<file path="config.mk">
export PLATFORM = sky130hd
export DESIGN_NAME = id_ex_stage_reg
export DESIGN_NICKNAME = d
export VERILOG_FILES = /design/src/rtl/id_ex_stage_reg.sv
export SDC_FILE = /design/constraint.sdc
export NUM_CORES = 1
export LEC_CHECK = 0
export ABC_AREA = 1
export CAP_MARGIN = 20
export CORE_UTILIZATION = 30
export CTS_CLUSTER_SIZE = 30
export DETAILED_ROUTE_END_ITERATION = 7
export SLEW_MARGIN = 20
export SYNTH_ARGS = -nofsm -noshare
export SYNTH_HDL_FRONTEND = slang
export SYNTH_SLANG_ARGS = --single-unit
</file>
<file path="constraint.sdc">
create_clock -name clk -period 1.8 [get_ports clk]
set_clock_uncertainty 0.2 [all_clocks]
set_input_delay 0.36 -clock clk [delete_from_list [all_inputs] [get_ports clk]]
set_output_delay 0.36 -clock clk [all_outputs]
set_load 0.02 [all_outputs]
</file>
<file path="src/rtl/id_ex_stage_reg.sv">
// ID->EX pipeline register with valid/ready handshake, optional two-entry skid
// buffer, flush, cache-miss freeze and a saturating bubble counter.
module id_ex_stage_reg #(
  parameter int DATA_W   = 32,
  parameter int NUM_DATA = 4,
  parameter int CTRL_W   = 10,
  parameter int TAG_W    = 16,
  parameter int SKID     = 1,
  parameter int CNT_W    = 16
) (
  input  logic                       clk,
  input  logic                       rst_n,
  input  logic                       hit,
  input  logic                       flush,
  input  logic                       in_valid,
  output logic                       in_ready,
  input  logic [DATA_W*NUM_DATA-1:0] in_data,
  input  logic [CTRL_W-1:0]          in_ctrl,
  input  logic [TAG_W-1:0]           in_tag,
  output logic                       out_valid,
  input  logic                       out_ready,
  output logic [DATA_W*NUM_DATA-1:0] out_data,
  output logic [CTRL_W-1:0]          out_ctrl,
  output logic [TAG_W-1:0]           out_tag,
  output logic [CNT_W-1:0]           bubble_cnt
);

  localparam int DN_W  = DATA_W * NUM_DATA;
  localparam int PAY_W = DN_W + CTRL_W + TAG_W;

  typedef enum logic [1:0] {EMPTY, ONE, TWO} state_t;

  state_t             state, stateNext;
  logic [PAY_W-1:0]   inPay, mainPay, skidPay;
  logic               acc, take, bubble;
  logic               loadMainIn, loadMainSkid, loadSkid;
  logic [CNT_W-1:0]   bubbleCnt;

  function automatic logic [CNT_W-1:0] satInc(input logic [CNT_W-1:0] v);
    return (v == {CNT_W{1'b1}}) ? v : v + 1'b1;
  endfunction

  assign inPay     = {in_tag, in_ctrl, in_data};
  assign out_valid = (state != EMPTY);

  // The skid variant decodes ready purely from the state register, so there is
  // no combinational path from out_ready back to in_ready.
  generate
    if (SKID != 0) begin : gSkid
      assign in_ready = (state != TWO);
    end else begin : gNoSkid
      assign in_ready = ~out_valid | out_ready;
    end
  endgenerate

  assign acc    = in_valid & in_ready & hit;
  assign take   = out_valid & out_ready & hit;
  assign bubble = hit & ~flush & out_ready & ~out_valid;

  always_comb begin
    stateNext    = state;
    loadMainIn   = 1'b0;
    loadMainSkid = 1'b0;
    loadSkid     = 1'b0;
    if (flush) begin
      stateNext = EMPTY;
    end else begin
      case (state)
        EMPTY: if (acc) begin
          stateNext  = ONE;
          loadMainIn = 1'b1;
        end
        ONE: begin
          if (acc && take) begin
            loadMainIn = 1'b1;
          end else if (acc) begin
            stateNext = TWO;
            loadSkid  = 1'b1;
          end else if (take) begin
            stateNext = EMPTY;
          end
        end
        TWO: if (take) begin
          stateNext    = ONE;
          loadMainSkid = 1'b1;
        end
        default: stateNext = EMPTY;
      endcase
    end
  end

  always_ff @(negedge clk or negedge rst_n) begin
    if (!rst_n) state <= EMPTY;
    else        state <= stateNext;
  end

  // Main slot keeps stale payload on flush; out_ctrl gating hides it.
  always_ff @(negedge clk or negedge rst_n) begin
    if (!rst_n) begin
      mainPay <= '0;
      skidPay <= '0;
    end else begin
      if (loadMainIn)        mainPay <= inPay;
      else if (loadMainSkid) mainPay <= skidPay;
      if (flush || loadMainSkid) skidPay <= '0;
      else if (loadSkid)         skidPay <= inPay;
    end
  end

  always_ff @(negedge clk or negedge rst_n) begin
    if (!rst_n)      bubbleCnt <= '0;
    else if (bubble) bubbleCnt <= satInc(bubbleCnt);
  end

  assign out_data   = mainPay[DN_W-1:0];
  assign out_ctrl   = mainPay[DN_W +: CTRL_W] & {CTRL_W{out_valid}};
  assign out_tag    = mainPay[DN_W+CTRL_W +: TAG_W];
  assign bubble_cnt = bubbleCnt;

endmodule

</file>
**Word-level counts from Yosys, hierarchy flattened**

Cells that the tools add are included.

- Register bits after elaboration: 326
- Input port bits: 160
- Output and inout bits: 172
- Logic and storage cells: 53

- Equal/unequal tests: 8
- Muxes and demuxes: 21
- Reduce and logical (&&, ||, !) cells: 8
- $add $sub $neg: 1
- Bitwise gates (word level): 11

Operator list:

| operator | number |
|---|---|
| two-way mux 154 bit | 4 |
| adder 16 x 1 -> 16 bit (second input constant) | 1 |
| == test 16 bit (second input constant) | 1 |
| two-way mux 2 bit | 6 |
| AND 10 bit | 1 |
| two-way mux 1 bit | 9 |
| != test 3 bit (second input constant) | 3 |
| AND 1 bit | 7 |
| one-hot mux 2 bit (3 select lines) | 1 |
| nonzero test 2 bit | 3 |
| != test 4 bit (second input constant) | 1 |
| AND reduction 4 bit | 1 |
| inverter 1 bit | 3 |
| == test 2 x 1 -> 1 bit (second input constant) | 1 |
| == test 2 bit (second input constant) | 1 |
| zero test 2 bit | 1 |
| != test 2 bit (second input constant) | 1 |
| one-hot mux 1 bit (2 select lines) | 1 |
| AND reduction 2 bit | 1 |
| logical AND 1 bit | 1 |
| logical OR 1 bit | 1 |

**Logic depth before layout (Yosys ltp)**

Gate-level depths: netlist of the first run.

- Depth in word-level cells: 9
- Mapped depth: 10
- Depth with buffers taken out: 8

==> results of run 1 <==
area by class of cell:
type / instances / share of cell area [%]
clock buffers: 56 / 4.46
clock inverters: 13 / 0.853
inverters: 183 / 3.11
multi-input cells: 932 / 23.9
flip-flops and latches: 326 / 33.1
well taps: 664 / 3.37
repair buffers: 645 / 31.1
repair inverters: 3 / 0.163
per-layer routing:
layer,up-vias,global-route usage (%),wire (um)
li1,6299,-,-
met2,554,32.6,27300
met1,6959,25.9,22900
met4,8,5.05,1640
met5,-,0,54
met3,144,5.84,4820
sequential cells by signal (all words and copies together), names as in the netlist:
name,cells
skidPay,154
bubble_cnt,16
mainPay,154
state,2
worst max-delay path by stage:
stage	from	end	slack (ns)	cells past startpoint
detailed placement	flush	bubble_cnt[15]	-1.46	9
floorplan	flush	mainPay[100]	-0.62	10
global route	state[0]	out_ctrl[0]	-1.21	5
CTS	state[0]	out_ctrl[9]	-1.22	5
global placement	flush	bubble_cnt[15]	-1.43	9
finish	state[0]	out_ctrl[0]	-1.17	5
cell families (layout without fill, tap and decap cells):
logic type | count (synthesis) | count (layout)
DFF | 326 | 326
adders and majority gates | 1 | 1
buffers and inverters | 426 | 900
AOI/OAI and AO/OA | 310 | 312
xor gates and xnor gates | 7 | 7
and+or+nand+nor | 609 | 612
what timing repair did:
action / CTS / global route
pin swaps: 29 / 16
buffers inserted: 86 / 66
setup endpoints to repair: 498 / 498
cloned: 37 / 26
resized for setup: 1210 / 259
report_power, final:
part           total (mW)  leakage (nW)  switching (mW)  internal (mW)
sequential           9.34          4.31           0.848           8.50
combinational        7.86          6.25            3.76           4.10
clock                8.25         0.632            3.28           4.98
critical path, stage by stage (launching register included):
cell and delay, ns:
dfrtn_1 0.43, inv_2 0.08, nand2_8 0.12, clkinv_8 0.09
nor2_4 0.11, buf_6 0.13
synthesized netlist by cell type (2+ instances only):
| library cell | number |
|---|---|
| inv_2 | 6 |
| clkinv_1 | 2 |
| nand3_1 | 169 |
| o211ai_1 | 152 |
| buf_1 | 7 |
| o21ai_0 | 157 |
| buf_4 | 144 |
| nor2_1 | 26 |
| nor2_2 | 2 |
| nand4_1 | 6 |
| buf_2 | 50 |
| xnor2_1 | 6 |
| nand2_2 | 6 |
| inv_1 | 174 |
| dfrtn_1 | 326 |
| buf_6 | 9 |
| nand2_1 | 397 |
| clkbuf_1 | 33 |
==> results.json, run 1 <==
{
  "yosysSeqAreaShare_pct": 54.4,
  "avgSynthCellArea_sq_um": 8.93,
  "r2r_setup_slack_ns": -0.34,
  "placedCellCount": 2551,
  "synth_ff_type": "dfrtn_1",
  "chipHeight_um": 226,
  "crit_arrival_ns": 2.41,
  "r2r_cells": 12,
  "layout_commonest_cell": "nand2_1",
  "final_cells": 2822,
  "clk_latency_ns": 0.55,
  "r2r_start": "bubble_cnt[0]",
  "firstDrtPassIters": 5,
  "avgViaCountPerCell": 4.95,
  "slew_headroom_pct": 74.6,
  "timing.hold.ws_ns": 0.239,
  "yosys.area.top_type": "dfrtn_1",
  "slew_violations": 0,
  "finish.utilization_pct": 50.1,
  "irDropWorstVdd_mv": 0.637,
  "post-place-ws_ns": -1.46,
  "synth-compound-area-share_pct": 12.9,
  "start_kind": "flop",
  "die_area_sq_mm": 0.0509,
  "final_area_sq_mm": 0.0246,
  "syn_inst": 1679,
  "synthMuxAreaShare_pct": 0,
  "port_buffers": 331,
  "syn-cell-area_sq_mm": 0.0150,
  "worstHoldEndpoint": "mainPay[108]",
  "multi_input_area_sq_mm": 0.00588,
  "grt_pass1_vias": 13800,
  "initial_utilization_pct": 30.5,
  "synth.top_cell.area_share_pct": 54.4,
  "route.detailed.drc": 0,
  "clk_pin_slew_ns": 0.04,
  "power.density_mw_per_mm2": 1030,
  "grt-ovfl-total": 0,
  "wirelength_um": 56800,
  "cts_num_sinks": 326,
  "finalPower_mw": 25.5,
  "vias": 14000,
  "wire_per_inst_um": 20.1,
  "synth_warnings": 0,
  "rsz0062_at_grt": "yes",
  "worst_slack_ns": -1.17,
  "syn2layout_area_growth_pct": 64.4,
  "antenna_found_initial": 4,
  "r2r_end": "bubble_cnt[10]",
  "fillers": 4276,
  "grt_max_degree": 47,
  "worstSetupPathType": "reg -> out",
  "postPlaceCellArea_sq_mm": 0.0191,
  "drtIter0Drc": 920,
  "ff_latch_area_sq_mm": 0.00816,
  "drive_above_1_share_pct": 36.5,
  "pin_count": 332,
  "final_cell_mix": "nand2_1 (367), dfrtn_1 (326), buf_6 (200), buf_4 (180), inv_1 (173)",
  "rows": 81,
  "setup_viol": 498,
  "ys_ff_latch": 326,
  "finalSetupTns_ns": -254.38,
  "fin_nets": 2290,
  "async_flop_share_pct": 100,
  "maxCapViolations": 0,
  "worst_pin_slew_ns": 0.381,
  "synth_edf_count": 0,
  "core_area_sq_mm": 0.0492,
  "hp-class": "reg -> reg",
  "cp-end-kind": "primary output",
  "cp_max_fo": 5,
  "grt_pass1_wl_um": 78900,
  "dp_hpwl_um": 29900,
  "synthTopCellsByArea": "dfrtn_1 (54%), nand2_1 (9.9%), o211ai_1 (7.6%)",
  "synthSimpleGateAreaFrac_pct": 17.0,
  "grt_use_total_pct": 20.0,
  "hold_viol_final": 0,
  "synth_top_family_by_area": "simple AND/OR/NAND/NOR gates",
  "h-tree-depth": 2,
  "synth_fp_nets": 1840,
  "clk_path_buf_depth": 3,
  "hold_buffers": 0,
  "worstHoldPathCells": 2,
  "ant_nets": 0,
  "root_buffer": "clkbuf_16",
  "hold_start": "skidPay[108]",
  "yosys.cell_types.count": 25,
  "cts_tree": "yes",
  "n_antenna_cell": 0,
  "failed_checks": "negative setup slack",
  "cts_buffers": 38,
  "leakage_nw": 11.2,
  "synth_xor_area_share_pct": 0.409,
  "synth_fa_ha_area_share_pct": 0.0835,
  "outcome": "finished, violations left",
  "required_ns": 1.24,
  "die_width_um": 226,
  "place_congestion": 0.855
}
Power figures use the tool's default switching activity.
==> inputs of run 2 (changes only) <==
ABC_CLOCK_PERIOD_IN_PS = 1800   (was unset)
CORE_ASPECT_RATIO = 0.7   (was unset)
CORE_UTILIZATION = 46   (was 30)
PLACE_DENSITY = 0.77   (was unset)
==> run 2 against run 1 <==
Against the previous run:
- the run still ends with negative setup slack left
- register-to-register slack got worse by 0.12 ns
- via count increased by 2.2%
- sequential cell count unchanged
- die area decreased by 34%
- count of clock-buffer cells in the layout decreased by 15
- largest power group unchanged
==> results.json, run 2 (synthesized netlist as in run 1, its figures left out) <==
{
  "leakage_nw": 10.8,
  "wirelength_um": 54100,
  "wire_per_inst_um": 21.3,
  "finalSetupTns_ns": -270.48,
  "layout_commonest_cell": "nand2_1",
  "cp-end-kind": "primary output",
  "root_buffer": "clkbuf_16",
  "postPlaceCellArea_sq_mm": 0.0187,
  "firstDrtPassIters": 5,
  "drtIter0Drc": 1461,
  "clk_latency_ns": 0.56,
  "final_cell_mix": "nand2_1 (364), dfrtn_1 (326), buf_6 (195), inv_1 (173), buf_4 (171)",
  "core_area_sq_mm": 0.0316,
  "start_kind": "flop",
  "cts_tree": "yes",
  "clk_pin_slew_ns": 0.05,
  "grt_pass1_wl_um": 75600,
  "die_width_um": 218,
  "vias": 14300,
  "drive_above_1_share_pct": 31.0,
  "fillers": 2021,
  "crit_arrival_ns": 2.42,
  "cts_buffers": 31,
  "worstSetupPathType": "reg -> out",
  "grt_max_degree": 57,
  "required_ns": 1.24,
  "port_buffers": 331,
  "worst_slack_ns": -1.18,
  "place_congestion": 0.869,
  "initial_utilization_pct": 47.4,
  "antenna_found_initial": 3,
  "hold_viol_final": 0,
  "rows": 54,
  "failed_checks": "negative setup slack",
  "r2r_setup_slack_ns": -0.46,
  "worst_pin_slew_ns": 0.305,
  "avgViaCountPerCell": 5.61,
  "pin_count": 332,
  "cts_num_sinks": 326,
  "maxCapViolations": 0,
  "slew_headroom_pct": 79.7,
  "final_area_sq_mm": 0.0232,
  "grt-ovfl-total": 0,
  "hold_start": "skidPay[28]",
  "r2r_start": "state[0]",
  "hp-class": "reg -> reg",
  "cp_max_fo": 3,
  "fin_nets": 2261,
  "route.detailed.drc": 0,
  "setup_viol": 498,
  "rsz0062_at_grt": "yes",
  "h-tree-depth": 1,
  "setup.worst_path.start": "state[1]",
  "power.density_mw_per_mm2": 1020,
  "irDropWorstVdd_mv": 0.787,
  "ant_nets": 0,
  "syn2layout_area_growth_pct": 55.0,
  "clk_path_buf_depth": 3,
  "dp_hpwl_um": 27800,
  "post-place-ws_ns": -1.44,
  "grt_use_total_pct": 28.6,
  "chipHeight_um": 153,
  "grt_pass1_vias": 13800,
  "slew_violations": 0,
  "outcome": "finished, violations left",
  "die_area_sq_mm": 0.0333
}
-- run 2: cell types whose count changed in the layout (fill, tap and decap cells not counted), moves of 5 or more --
cell      before  now
buf_12        57   41
nand3_4       14    3
clkbuf_1      11    6
o21ai_1       53   39
o21ai_0       35   96
nand3_1       72  125
nand3_2       84   42
buf_4        180  171
buf_6        200  195
o21ai_2       67   22
-- run 2: area by class of cell --
type / instances / area, sq um / area share (%)
multi-input combinational: 932 / 5340 / 23.0
sequential: 326 / 8160 / 35.1
antenna: 3 / 7.51 / 0.0323
clock buffer: 41 / 853 / 3.67
clock inverter: 11 / 139 / 0.598
tap: 420 / 526 / 2.26
inverter: 183 / 766 / 3.30
timing repair buffer: 622 / 7400 / 31.8
timing repair inverter: 4 / 51.3 / 0.221
-- run 2: power by group --
group / switching, mW / internal (mW) / leakage [nW] / total [mW]
clock: 2.90 / 3.73 / 0.485 / 6.63
sequential: 0.877 / 8.49 / 4.31 / 9.37
combinational: 3.66 / 3.97 / 6.01 / 7.63
-- run 2: stage by stage --
stage / total power, mW / utilization (%) / hold slack [ns] / instances
after floorplan: 13.0 / - / 0.214 / 1679
after global placement: 15.0 / 59.1 / 0.236 / 2298
after detailed placement: 15.2 / 59.1 / 0.247 / 2298
after CTS: 22.8 / 68.8 / 0.251 / 2456
after global routing: 24.5 / 73.5 / 0.274 / 2542
final: 23.6 / 73.5 / 0.254 / 2542
-- run 2: timing repair --
item,in CTS,in global routing
cloned,29,29
hold buffers,0,0
setup buffers,79,62
resized for setup,1183,133
pin swaps,23,19
setup endpoints to repair,498,498
-- run 2: metal layers --
metal  part of all wire [%]  global-route usage, %  wire length [um]  vias to the layer above
met3                    8.3                   5.13              4500                      160
met5                      0                      0                 0                        -
met4                    4.0                   9.42              2150                        0
met1                     41                   40.5             22300                     7028
li1                       -                      -                 -                     6235
met2                     47                   44.4             25200                      845
-- run 2: worst paths after layout --
| kind | cells past startpoint | end |
|---|---|---|
| worst max-delay path | 5 | out_valid |
| worst max register to register | 13 | skidPay[43] |
| worst min register to register | 2 | mainPay[28] |
| max in group asynchronous | 3 | mainPay[84] |
| worst min-delay path | 2 | mainPay[28] |
| min in group asynchronous | 2 | mainPay[123] |
-- run 2: critical path, stage by stage, from the launching register on --
cell	delay (ns)
dfrtn_1	0.35
inv_2	0.11
nand2_8	0.10
buf_4	0.15
buf_6	0.12
buf_6	0.12
==> inputs of run 3 (changes only) <==
SKIP_CTS_REPAIR_TIMING = 1   (was unset)
==> run 3 against run 2 <==
Against the previous run:
- the flow still finishes with violations (negative setup slack)
- final cell count decreased by 3.5%
- sequential cell count did not move
- routed wire length decreased by 16%
- combinational power is 9.0% lower
- sequential share of layout area up 3.1 points
- critical endpoint is now out_ctrl[4]
- largest cell class unchanged
==> results.json, run 3 (synthesized netlist as in run 1, its figures left out) <==
{
  "grt_pass1_vias": 12600,
  "placedCellCount": 2298,
  "worstSetupPathType": "reg -> out",
  "postPlaceCellArea_sq_mm": 0.0187,
  "clk_path_buf_depth": 3,
  "grt_use_total_pct": 24.5,
  "slew_headroom_pct": 73.6,
  "chipHeight_um": 153,
  "grt_max_degree": 60,
  "syn2layout_area_growth_pct": 42.4,
  "start_kind": "flop",
  "drtIter0Drc": 1073,
  "fillers": 2296,
  "hold_viol_final": 0,
  "hp-class": "reg -> reg",
  "leakage_nw": 9.97,
  "r2r_setup_slack_ns": -0.35,
  "clk_latency_ns": 0.56,
  "vias": 13300,
  "die_area_sq_mm": 0.0333,
  "worstHoldPathCells": 2,
  "wirelength_um": 45600,
  "wire_per_inst_um": 18.6,
  "power.density_mw_per_mm2": 1070,
  "fin_nets": 2173,
  "path_cells": "inv_2 > nand2_8 > clkinv_8 > nor2_4 > buf_6",
  "irDropWorstVdd_mv": 0.826,
  "rsz0062_at_grt": "yes",
  "place_congestion": 0.869,
  "setup.worst_path.start": "state[0]",
  "r2r_cells": 12,
  "antenna_found_initial": 1,
  "drive_above_1_share_pct": 25.5,
  "finish.utilization_pct": 67.5,
  "final_cells": 2452,
  "h-tree-depth": 1,
  "cp-end-kind": "primary output",
  "endpoint": "out_ctrl[4]",
  "slowest_delay_ns": 0.43,
  "finalSetupTns_ns": -283.19,
  "setup_viol": 498,
  "initial_utilization_pct": 47.4,
  "root_buffer": "clkbuf_16",
  "r2r_start": "state[0]",
  "cts_buffers": 31,
  "layout_commonest_cell": "nand2_1",
  "cts_tree": "yes",
  "post-place-ws_ns": -1.44,
  "failed_checks": "negative setup slack",
  "core_area_sq_mm": 0.0316,
  "avgViaCountPerCell": 5.42,
  "clk_pin_slew_ns": 0.05,
  "cp_max_fo": 5,
  "port_buffers": 331,
  "pin_count": 332,
  "crit_arrival_ns": 2.42,
  "route.detailed.drc": 0,
  "die_width_um": 218,
  "grt-ovfl-total": 0,
  "cts_num_sinks": 326,
  "ant_nets": 0,
  "cp_slowest_cell": "dfrtn_1",
  "grt_pass1_wl_um": 66200,
  "rows": 54,
  "final_cell_mix": "nand2_1 (380), dfrtn_1 (326), buf_6 (175), inv_1 (173), nand3_1 (159)",
  "worst_pin_slew_ns": 0.395,
  "dp_hpwl_um": 27800,
  "finalPower_mw": 22.8,
  "final_area_sq_mm": 0.0213,
  "required_ns": 1.24,
  "r2r_end": "skidPay[2]",
  "slew_violations": 0,
  "outcome": "finished, violations left",
  "firstDrtPassIters": 5,
  "worst_slack_ns": -1.18,
  "timing.hold.ws_ns": 0.251,
  "maxCapViolations": 0
}
## run 3: cell types whose count changed in the layout (fill, tap and decap cells not counted), moves of 3 or more
cell | before | now
inv_4 | 1 | 5
nand2_4 | 14 | 5
o21ai_1 | 39 | 12
bufbuf_16 | 4 | 0
o21ai_0 | 96 | 125
nand2_8 | 10 | 6
nand3_2 | 42 | 6
buf_4 | 171 | 147
nand2_1 | 364 | 380
buf_6 | 195 | 175
nand2_2 | 18 | 15
nand3_1 | 125 | 159
buf_16 | 27 | 2
clkbuf_16 | 55 | 44
## run 3: layer usage
layer	part of all wire, %	vias up	wire length (um)	global-route usage [%]
met3	6.9	89	3130	3.86
met5	0	-	0	0
met1	44	6560	20100	35.2
met4	2.8	0	1280	7.49
li1	-	6028	-	-
met2	46	614	21100	38.4
## run 3: area by class of cell
class | count | area, sq um | share of cell area, %
Sequential cell | 326 | 8160 | 38.2
Timing Repair Buffer | 537 | 5880 | 27.6
Multi-Input combinational cell | 931 | 5030 | 23.6
Clock buffer | 41 | 853 | 4.00
Inverter | 183 | 731 | 3.42
Tap cell | 420 | 526 | 2.46
Clock inverter | 11 | 139 | 0.651
Timing Repair inverter | 2 | 17.5 | 0.0821
Antenna cell | 1 | 2.50 | 0.0117
## run 3: worst min-delay path by stage
stage / endpoint / from / slack, ns
6_report: mainPay[51] / skidPay[51] / 0.25
5_1_grt: skidPay[116] / skidPay[116] / 0.27
4_1_cts: mainPay[70] / mainPay[70] / 0.25
3_5_place_dp: mainPay[70] / mainPay[70] / 0.25
3_3_place_gp: mainPay[109] / skidPay[109] / 0.24
2_1_floorplan: mainPay[108] / mainPay[108] / 0.21
## run 3: critical path: cells and delay by family, from the launching register on
family | cells | cell delay (ns)
DFF | 1 | 0.43
and+or+nand+nor | 2 | 0.22
buffers and inverters | 3 | 0.30
## run 3: report_power, final
part	switching, mW	internal (mW)	total (mW)
combinational	3.39	3.55	6.94
clock	2.81	3.73	6.54
sequential	0.833	8.49	9.33
total	7.04	15.8	22.8
